===== src/rtl/cw_run_sequencer.sv =====
// Codeword-detection run sequencer: seeds the LFSR once, then runs N windows of
// L cycles, reporting per-window detector hit counts and a running total.
module cw_run_sequencer #(
    parameter int unsigned LFSR_W = 11,
    parameter int unsigned WIN_W  = 16,
    parameter int unsigned CNT_W  = 11,
    parameter int unsigned RUN_W  = 8
) (
    input  logic                     clk,
    input  logic                     rst_n,
    input  logic                     start,
    input  logic                     abort,
    input  logic [LFSR_W-1:0]        seed,
    input  logic [WIN_W-1:0]         win_len,
    input  logic [RUN_W-1:0]         num_runs,
    input  logic                     cw_detected,
    output logic                     lfsr_load,
    output logic [LFSR_W-1:0]        lfsr_seed,
    output logic                     lfsr_en,
    output logic                     det_rst_n,
    output logic                     max_tick,
    output logic                     busy,
    output logic                     res_valid,
    input  logic                     res_ready,
    output logic [CNT_W-1:0]         res_count,
    output logic [RUN_W-1:0]         res_index,
    output logic                     res_sat,
    output logic                     done,
    output logic [CNT_W+RUN_W-1:0]   total
);

    localparam int unsigned TOT_W = CNT_W + RUN_W;
    localparam logic [CNT_W-1:0] CNT_MAX = '1;

    typedef enum logic [1:0] {
        IDLE   = 2'd0,
        LOAD   = 2'd1,
        RUN    = 2'd2,
        REPORT = 2'd3
    } state_t;

    state_t            state, state_nxt;
    logic [WIN_W-1:0]  win_cnt, win_cnt_nxt;
    logic [WIN_W-1:0]  win_last, win_last_nxt;
    logic [RUN_W-1:0]  runs_last, runs_last_nxt;
    logic [RUN_W-1:0]  run_idx, run_idx_nxt;
    logic [CNT_W-1:0]  hit_cnt, hit_nxt;
    logic              hit_sat, sat_nxt;
    logic [LFSR_W-1:0] seed_nxt;
    logic [TOT_W-1:0]  total_nxt;
    logic [CNT_W-1:0]  res_count_nxt;
    logic              res_sat_nxt;
    logic [RUN_W-1:0]  res_index_nxt;
    logic              done_nxt;

    // Next-state and datapath update; abort overrides every state.
    always_comb begin
        state_nxt     = state;
        win_cnt_nxt   = win_cnt;
        win_last_nxt  = win_last;
        runs_last_nxt = runs_last;
        run_idx_nxt   = run_idx;
        hit_nxt       = hit_cnt;
        sat_nxt       = hit_sat;
        seed_nxt      = lfsr_seed;
        total_nxt     = total;
        res_count_nxt = res_count;
        res_sat_nxt   = res_sat;
        res_index_nxt = res_index;
        done_nxt      = 1'b0;

        if (abort) begin
            state_nxt = IDLE;
        end else begin
            unique case (state)
                IDLE: begin
                    if (start) begin
                        total_nxt = '0;
                        if (num_runs != '0) begin
                            seed_nxt      = seed;
                            win_last_nxt  = (win_len == '0) ? '0 : win_len - WIN_W'(1);
                            runs_last_nxt = num_runs - RUN_W'(1);
                            run_idx_nxt   = '0;
                            state_nxt     = LOAD;
                        end else begin
                            done_nxt = 1'b1;
                        end
                    end
                end
                LOAD: begin
                    win_cnt_nxt = '0;
                    hit_nxt     = '0;
                    sat_nxt     = 1'b0;
                    state_nxt   = RUN;
                end
                RUN: begin
                    if (cw_detected) begin
                        if (hit_cnt == CNT_MAX) begin
                            sat_nxt = 1'b1;
                        end else begin
                            hit_nxt = hit_cnt + CNT_W'(1);
                        end
                    end
                    // Last window cycle still counts its hit before the result is latched.
                    if (win_cnt == win_last) begin
                        res_count_nxt = hit_nxt;
                        res_sat_nxt   = sat_nxt;
                        res_index_nxt = run_idx;
                        state_nxt     = REPORT;
                    end else begin
                        win_cnt_nxt = win_cnt + WIN_W'(1);
                    end
                end
                REPORT: begin
                    if (res_ready) begin
                        total_nxt = total + TOT_W'(res_count);
                        if (run_idx == runs_last) begin
                            done_nxt  = 1'b1;
                            state_nxt = IDLE;
                        end else begin
                            run_idx_nxt = run_idx + RUN_W'(1);
                            win_cnt_nxt = '0;
                            hit_nxt     = '0;
                            sat_nxt     = 1'b0;
                            state_nxt   = RUN;
                        end
                    end
                end
                default: state_nxt = IDLE;
            endcase
        end
    end

    // State, datapath and registered outputs decoded from the next state.
    always_ff @(posedge clk) begin
        if (!rst_n) begin
            state     <= IDLE;
            win_cnt   <= '0;
            win_last  <= '0;
            runs_last <= '0;
            run_idx   <= '0;
            hit_cnt   <= '0;
            hit_sat   <= 1'b0;
            lfsr_seed <= '0;
            total     <= '0;
            res_count <= '0;
            res_sat   <= 1'b0;
            res_index <= '0;
            done      <= 1'b0;
            lfsr_load <= 1'b0;
            lfsr_en   <= 1'b0;
            det_rst_n <= 1'b0;
            max_tick  <= 1'b0;
            busy      <= 1'b0;
            res_valid <= 1'b0;
        end else begin
            state     <= state_nxt;
            win_cnt   <= win_cnt_nxt;
            win_last  <= win_last_nxt;
            runs_last <= runs_last_nxt;
            run_idx   <= run_idx_nxt;
            hit_cnt   <= hit_nxt;
            hit_sat   <= sat_nxt;
            lfsr_seed <= seed_nxt;
            total     <= total_nxt;
            res_count <= res_count_nxt;
            res_sat   <= res_sat_nxt;
            res_index <= res_index_nxt;
            done      <= done_nxt;
            lfsr_load <= (state_nxt == LOAD);
            lfsr_en   <= (state_nxt == RUN);
            det_rst_n <= (state_nxt == RUN);
            max_tick  <= (state_nxt == RUN) && (win_cnt_nxt == win_last_nxt);
            busy      <= (state_nxt != IDLE);
            res_valid <= (state_nxt == REPORT);
        end
    end

endmodule


===== config.mk =====
export PLATFORM = sky130hd
export DESIGN_NAME = cw_run_sequencer
export DESIGN_NICKNAME = d
export VERILOG_FILES = /design/src/rtl/cw_run_sequencer.sv
export SDC_FILE = /design/constraint.sdc
export NUM_CORES = 1
export LEC_CHECK = 0
export CORE_UTILIZATION = 35
export CTS_CLUSTER_SIZE = 16
export DETAILED_ROUTE_END_ITERATION = 7
export GPL_TIMING_DRIVEN = 0
export SKIP_CTS_REPAIR_TIMING = 1
export SYNTH_ARGS = -nofsm -noshare
export SYNTH_HDL_FRONTEND = slang
export SYNTH_SLANG_ARGS = --single-unit

===== constraint.sdc =====
create_clock -name clk -period 2.7 [get_ports clk]
set_input_delay 0.54 -clock clk [delete_from_list [all_inputs] [get_ports clk]]
set_output_delay 0.54 -clock clk [all_outputs]
set_load 0.05 [all_outputs]

==> impl_metrics.yaml, run 1 <==
outcome:
  outcome: "finished with violations"
  violations: "design-rule violations"
cells_and_area:
  final_nets: 981
  num_antenna_cells: 0
  layout.cells.non_filler: 1160
  fillers: 1750
  drive_gt1_share_pct: 12.1
  synthToLayoutAreaGrowth_pct: 34.2
  multi_input_area_um2: 4120
  ff_latch_area_um2: 2370
cts:
  path_clk_slew_ps: 60
  h-tree-depth: 4
  clock_sinks: 118
  tritoncts: "built"
  cts_made_buffers: 17
  clk_latency_ps: 420
  cts-root-buf: "clkbuf_16"
  clock_path_buffers: 2
yosys:
  synth_top_flop_cell: "dfxtp_1"
  synth_top_family_by_area: "simple AND/OR/NAND/NOR gates"
  syn_area_um2: 6500
  synth_edf_count: 0
  yosys.area.top_type: "dfxtp_1"
  synth_fa_ha_area_share_pct: 4.35
  yosysUniqueCellTypes: 68
  synth-seq-area-share_pct: 36.3
  synth-async-reset-ratio_pct: 0
  synth_nets: 854
  postSynthAreaPerCell_um2: 8.22
  syn_inst: 791
  synth_seq_cells: 118
  synth_xor_area_share_pct: 10.5
  ys_warn_count: 0
  muxShareOfSynthArea_pct: 0.481
  synth_compound_area_share_pct: 18.6
  yosys.area_share.simple_pct: 26.1
  netlist.area_leader.share_pct: 36.3
  synth_area_leaders: "dfxtp_1 36%, nand2_1 6.5%, xnor2_1 5.3%"
timing:
  finalSetupViolCount: 0
  max_slew.worst_pin.slew_ps: 654
  max_freq_mhz: 377
  rsz0062_at_grt: "yes"
  slew_violations: 0
  hold_viol: 0
  period_share_pct: 98.2
  min_period_ps: 2650
  fin_skew_ps: 10.9
  worst_slack_ps: 47.9
  slew_headroom_pct: 56.4
route:
  first_iter_violations: 300
  viasPerCell: 5.19
  ant_nets: 0
  drt-wirelength-per-cell_um: 15.5
  drc_errors: 5
  vias: 6017
  drtPass1Iterations: 8
  routed_wl_um: 17900
die:
  initial_core_util_pct: 36.0
  row_count: 49
  die_area_um2: 19100
  boundaryPins: 98
  fp.dieW_um: 138
  core_um2: 18100
  die_h_um: 138
placed_design:
  post-place-cells: 1117
  pre_cts_slack_ps: -906
  place.gp.congestion: 0.850
  io_buffers: 97
  dp_hpwl_um: 12900
power:
  ir_worst_vdd_mv: 0.436
  p_per_area_nw_per_um2: 516
  p_leak_nw: 3.45
  p_total_mw: 4.50
global_route:
  antenna_found_initial: 0
  grt_remaining_overflow: 0
  grt_max_degree: 17
  grt_pass1_vias: 5769
  grt_pass1_wl_um: 28900
  grtUsageTotal_pct: 18.9
min_path:
  hold_path.class: "reg -> reg"
run:
  drv_cap: 0
critical_path:
  arrival_ps: 2980
  path_max_fanout: 10
  worstPathRequired_ps: 3030
  cp-end-kind: "register"
  crit_type: "in -> reg"
  setup.worst_path.start_class: "input port"
[per-stage QoR]
stage	utilization [%]	instance area, um^2	setup TNS [ps]	hold slack (ps)
2_1_floorplan	-	6510	0	438
3_3_place_gp	42.9	7760	-17160	451
3_5_place_dp	42.9	7760	-18450	459
4_1_cts	46.1	8340	-3280	468
5_1_grt	48.3	8730	-146	488
6_report	48.3	8730	0	464
[per-layer routing]
| layer | part of all wire [%] | wire length (um) | track usage, % |
|---|---|---|---|
| met3 | 4.5 | 811 | 4.33 |
| met2 | 47 | 8420 | 31.3 |
| met1 | 47 | 8510 | 24.4 |
| met4 | 1.1 | 193 | 5.62 |
| met5 | 0 | 0 | 0 |
[cells by family after synthesis]
kind of cell             Yosys count
flip-flops                       118
AO/OA/AOI/OAI                    179
adder cells (fa/ha/maj)           22
multiplexers                       3
XOR/XNOR                          78
AND/OR/NAND/NOR                  331
buffers and inverters             60
[cell usage in the layout (no fill, tap or decap), types with 4 or more instances in the layout]
cell / synthesis / routed
a21o_1: 6 / 6
nor2b_1: 28 / 28
nor3_1: 19 / 17
a21boi_0: 30 / 30
nor2_1: 45 / 42
clkdlybuf4s50_1: 0 / 83
nand4_1: 16 / 16
clkbuf_16: 0 / 17
a22oi_1: 11 / 11
dfxtp_2: 0 / 7
a31oi_1: 6 / 6
o21a_1: 6 / 6
nor3b_1: 8 / 6
ha_1: 21 / 20
and2_1: 28 / 28
o21ai_1: 3 / 6
or3_1: 5 / 5
and3_1: 13 / 11
clkbuf_1: 31 / 23
nand2_1: 113 / 111
buf_6: 1 / 4
dfxtp_1: 118 / 111
xor2_1: 39 / 39
a21oi_1: 37 / 31
o21ai_0: 34 / 31
xnor2_1: 39 / 39
o21bai_1: 4 / 4
a21oi_2: 1 / 7
o31a_1: 5 / 5
buf_4: 2 / 15
inv_1: 23 / 22
clkinvlp_4: 0 / 4
o211a_1: 10 / 10
and4_1: 5 / 4
dlymetal6s2s_1: 0 / 11
nand3_1: 24 / 22
nor4_2: 1 / 7
[final timing paths]
check / cells after the start / from / to / slack (ps)
worst max-delay path: 10 / abort / max_tick / 50
worst min-delay path: 2 / res_index[6] / res_index[6] / 460
worst max register to register: 9 / state[0] / max_tick / 50
worst min register to register: 2 / res_index[6] / res_index[6] / 460
[critical path, stage by stage]
cell and delay, ps:
clkdlybuf4s50_1 460, buf_2 220, nor2_2 150, nand2_1 130, o32a_4 260, o31a_1 340, xnor2_1 150, nor4_2 260
nand4_1 160, nor4_2 300
[flip-flops by register name, indices dropped and copies added, names as in the netlist, 2 cells and up]
name / cells
lfsr_seed: 11
runs_last: 8
win_cnt: 16
res_index: 8
win_last: 16
run_idx: 8
res_count: 11
hit_cnt: 11
total: 19
state: 2
[power by group]
part / total, mW / internal (mW) / switching [mW]
sequential: 1.80 / 1.78 / 0.0241
combinational: 0.538 / 0.230 / 0.308
clock: 2.16 / 1.34 / 0.828
[layout make-up]
cell class	instances	area share [%]
Multi-Input combinational cell	613	47.2
Clock inverter	11	1.16
Inverter	23	0.989
Clock buffer	21	5.39
Buffer	33	1.96
Tap cell	229	3.28
Sequential cell	118	27.2
Timing Repair Buffer	112	12.9
[synth_stat cells, types with 3 or more instances]
| library cell | count |
|---|---|
| nand3b_1 | 3 |
| o31a_1 | 5 |
| nor2b_1 | 28 |
| a21oi_1 | 37 |
| and4_1 | 5 |
| o211a_1 | 10 |
| dfxtp_1 | 118 |
| inv_1 | 23 |
| or3_1 | 5 |
| nand2_1 | 113 |
| nand4_1 | 16 |
| o21ai_0 | 34 |
| nor4_1 | 10 |
| and3_1 | 13 |
| a41oi_1 | 3 |
| a21boi_0 | 30 |
| a22oi_1 | 11 |
| xnor2_1 | 39 |
| nor3_1 | 19 |
| ha_1 | 21 |
| a31oi_1 | 6 |
| xor2_1 | 39 |
| a21o_1 | 6 |
| and2_1 | 28 |
| clkbuf_1 | 31 |
| o21ai_1 | 3 |
| o21a_1 | 6 |
| nor3b_1 | 8 |
| o21bai_1 | 4 |
| o31ai_1 | 3 |
| nor2_1 | 45 |
| a31o_2 | 3 |
| nand3_1 | 24 |
No activity file was read; power rests on OpenSTA's default activity.
==> run 2, diff against run 1 <==
CTS_CLUSTER_DIAMETER = 80   (was default)
==> results of run 2 <==
The final DEF is identical to that of run 1; final timing and power are the same.
==> run 3, diff against run 2 <==
CORE_MARGIN = 2   (was default)
==> impl_metrics.yaml, run 3 (same netlist as run 1, synthesis figures left out) <==
timing:
  max_slew.worst_pin.slew_ps: 700
  finalSetupViolCount: 1
  min_period_ps: 2700
  max_freq_mhz: 370
  hold_viol: 0
  rsz0062_at_grt: "yes"
  slew_headroom_pct: 53.3
  fin_skew_ps: 11.8
  slew_violations: 0
  worst_slack_ps: -2.58
  period_share_pct: 100
global_route:
  grt_max_degree: 17
  grt_remaining_overflow: 0
  antenna_found_initial: 0
  grt_pass1_vias: 5846
  grt_pass1_wl_um: 29500
  grtUsageTotal_pct: 18.5
route:
  ant_nets: 0
  routed_wl_um: 18000
  drt-wirelength-per-cell_um: 15.6
  first_iter_violations: 312
  drc_errors: 0
  vias: 6014
  viasPerCell: 5.20
  drtPass1Iterations: 5
critical_path:
  cp-startpoint: "num_runs[5]"
  crit_type: "in -> reg"
  cp-end-kind: "register"
  arrival_ps: 3030
  worstPathRequired_ps: 3030
  r2r_start: "state[0]"
  path_max_fanout: 3
  setup.worst_path.start_class: "input port"
cells_and_area:
  top_regs: "total: 19 flops, win_cnt: 16 flops, win_last: 16 flops"
  layout_common_cells: "110 x nand2_1, 107 x dfxtp_1, 83 x clkdlybuf4s50_1, 42 x nor2_1, 39 x xor2_1"
  fin_area_um2: 8760
  largest_register_ffs: 19
  final_util_pct: 48.4
  regMostFlops: "total"
  layout_commonest_cell: "nand2_1"
  final_nets: 977
  synthToLayoutAreaGrowth_pct: 34.7
  drive_gt1_share_pct: 12.6
  fillers: 1760
  num_antenna_cells: 0
min_path:
  hold_path.class: "reg -> reg"
  hp-start: "lfsr_seed[10]"
die:
  core_um2: 18100
  boundaryPins: 98
  initial_core_util_pct: 36.0
  fp.dieW_um: 140
  die_area_um2: 19700
  die_h_um: 140
  row_count: 49
placed_design:
  io_buffers: 97
  place.gp.congestion: 0.898
  dp_hpwl_um: 13000
  placed_area_um2: 7760
power:
  p_total_mw: 4.74
  p_comb_share_pct: 11.5
  p_leak_nw: 3.47
  ir_worst_vdd_mv: 0.468
  p_per_area_nw_per_um2: 541
  clockPowerShare_pct: 50.6
  internal_power_mw: 3.57
  swShare_pct: 24.6
  p_switching_mw: 1.17
  seqPwrFrac_pct: 38.0
cts:
  tritoncts: "built"
  clk_latency_ps: 420
  h-tree-depth: 4
  path_clk_slew_ps: 60
  cts_made_buffers: 17
  clock_path_buffers: 2
  cts-root-buf: "clkbuf_16"
  clock_sinks: 118
outcome:
  outcome: "finished with violations"
  violations: "negative setup slack"
run:
  drv_cap: 0
==> run 3: cell count changes in the layout (fill, tap and decap cells not counted), sizes merged <==
cell | before | now
buf | 25 | 21
bufinv | 1 | 4
clkinvlp | 4 | 1
clkbuf | 47 | 45
clkinv | 6 | 7
inv | 23 | 24
==> run 3: per-stage QoR <==
stage / instances / hold WS, ps / setup slack, ps / TNS [ps]
global route: 1156 / 489 / -99.8 / -175
detailed placement: 1117 / 459 / -911 / -19290
finish: 1156 / 462 / -2.58 / -2.58
global placement: 1117 / 451 / -902 / -17930
floorplan: 791 / 438 / 29.1 / 0
CTS: 1149 / 467 / -480 / -2880
==> run 3: power groups by stage <==
stage	clock [mW]	combinational (mW)	sequential [mW]
after floorplan	0	0.249	1.87
after global placement	0	0.473	1.84
after detailed placement	0	0.474	1.84
after CTS	2.44	0.476	1.80
after global routing	2.51	0.593	1.80
final	2.40	0.543	1.80
==> run 3: final timing paths <==
path                                      end  slack (ps)  cells after the start
worst max-delay path                 max_tick          -3                     11
worst min-delay path            lfsr_seed[10]         460                      2
worst max register to register       max_tick          40                      9
worst min register to register  lfsr_seed[10]         460                      2
==> run 3: layer usage <==
layer | wire, um | track usage, % | part of all wire (%) | vias up
li1 | - | - | - | 3009
met1 | 8500 | 24.7 | 47 | 2853
met4 | 278 | 6.11 | 1.5 | 0
met3 | 764 | 3.69 | 4.2 | 21
met2 | 8460 | 30.1 | 47 | 131
met5 | 0 | 0 | 0 | -
==> run 3: critical path, stage by stage <==
cell     delay, ps
buf_6          100
or4_4          550
nor4b_4        420
or2_4          230
buf_6          100
nand2_2         40
o31a_1         140
xnor2_2        150
nor4_2         270
nand4_1        180
nor4_2         320
==> run 3: layout make-up <==
| cell class | count | area, um^2 | share of cell area [%] |
|---|---|---|---|
| Timing Repair Buffer | 108 | 1090 | 12.4 |
| Multi-Input combinational cell | 613 | 4130 | 47.2 |
| Inverter | 23 | 86.3 | 0.986 |
| Tap cell | 229 | 287 | 3.27 |
| Buffer | 33 | 171 | 1.96 |
| Clock buffer | 19 | 443 | 5.06 |
| Clock inverter | 13 | 179 | 2.04 |
| Sequential cell | 118 | 2380 | 27.1 |
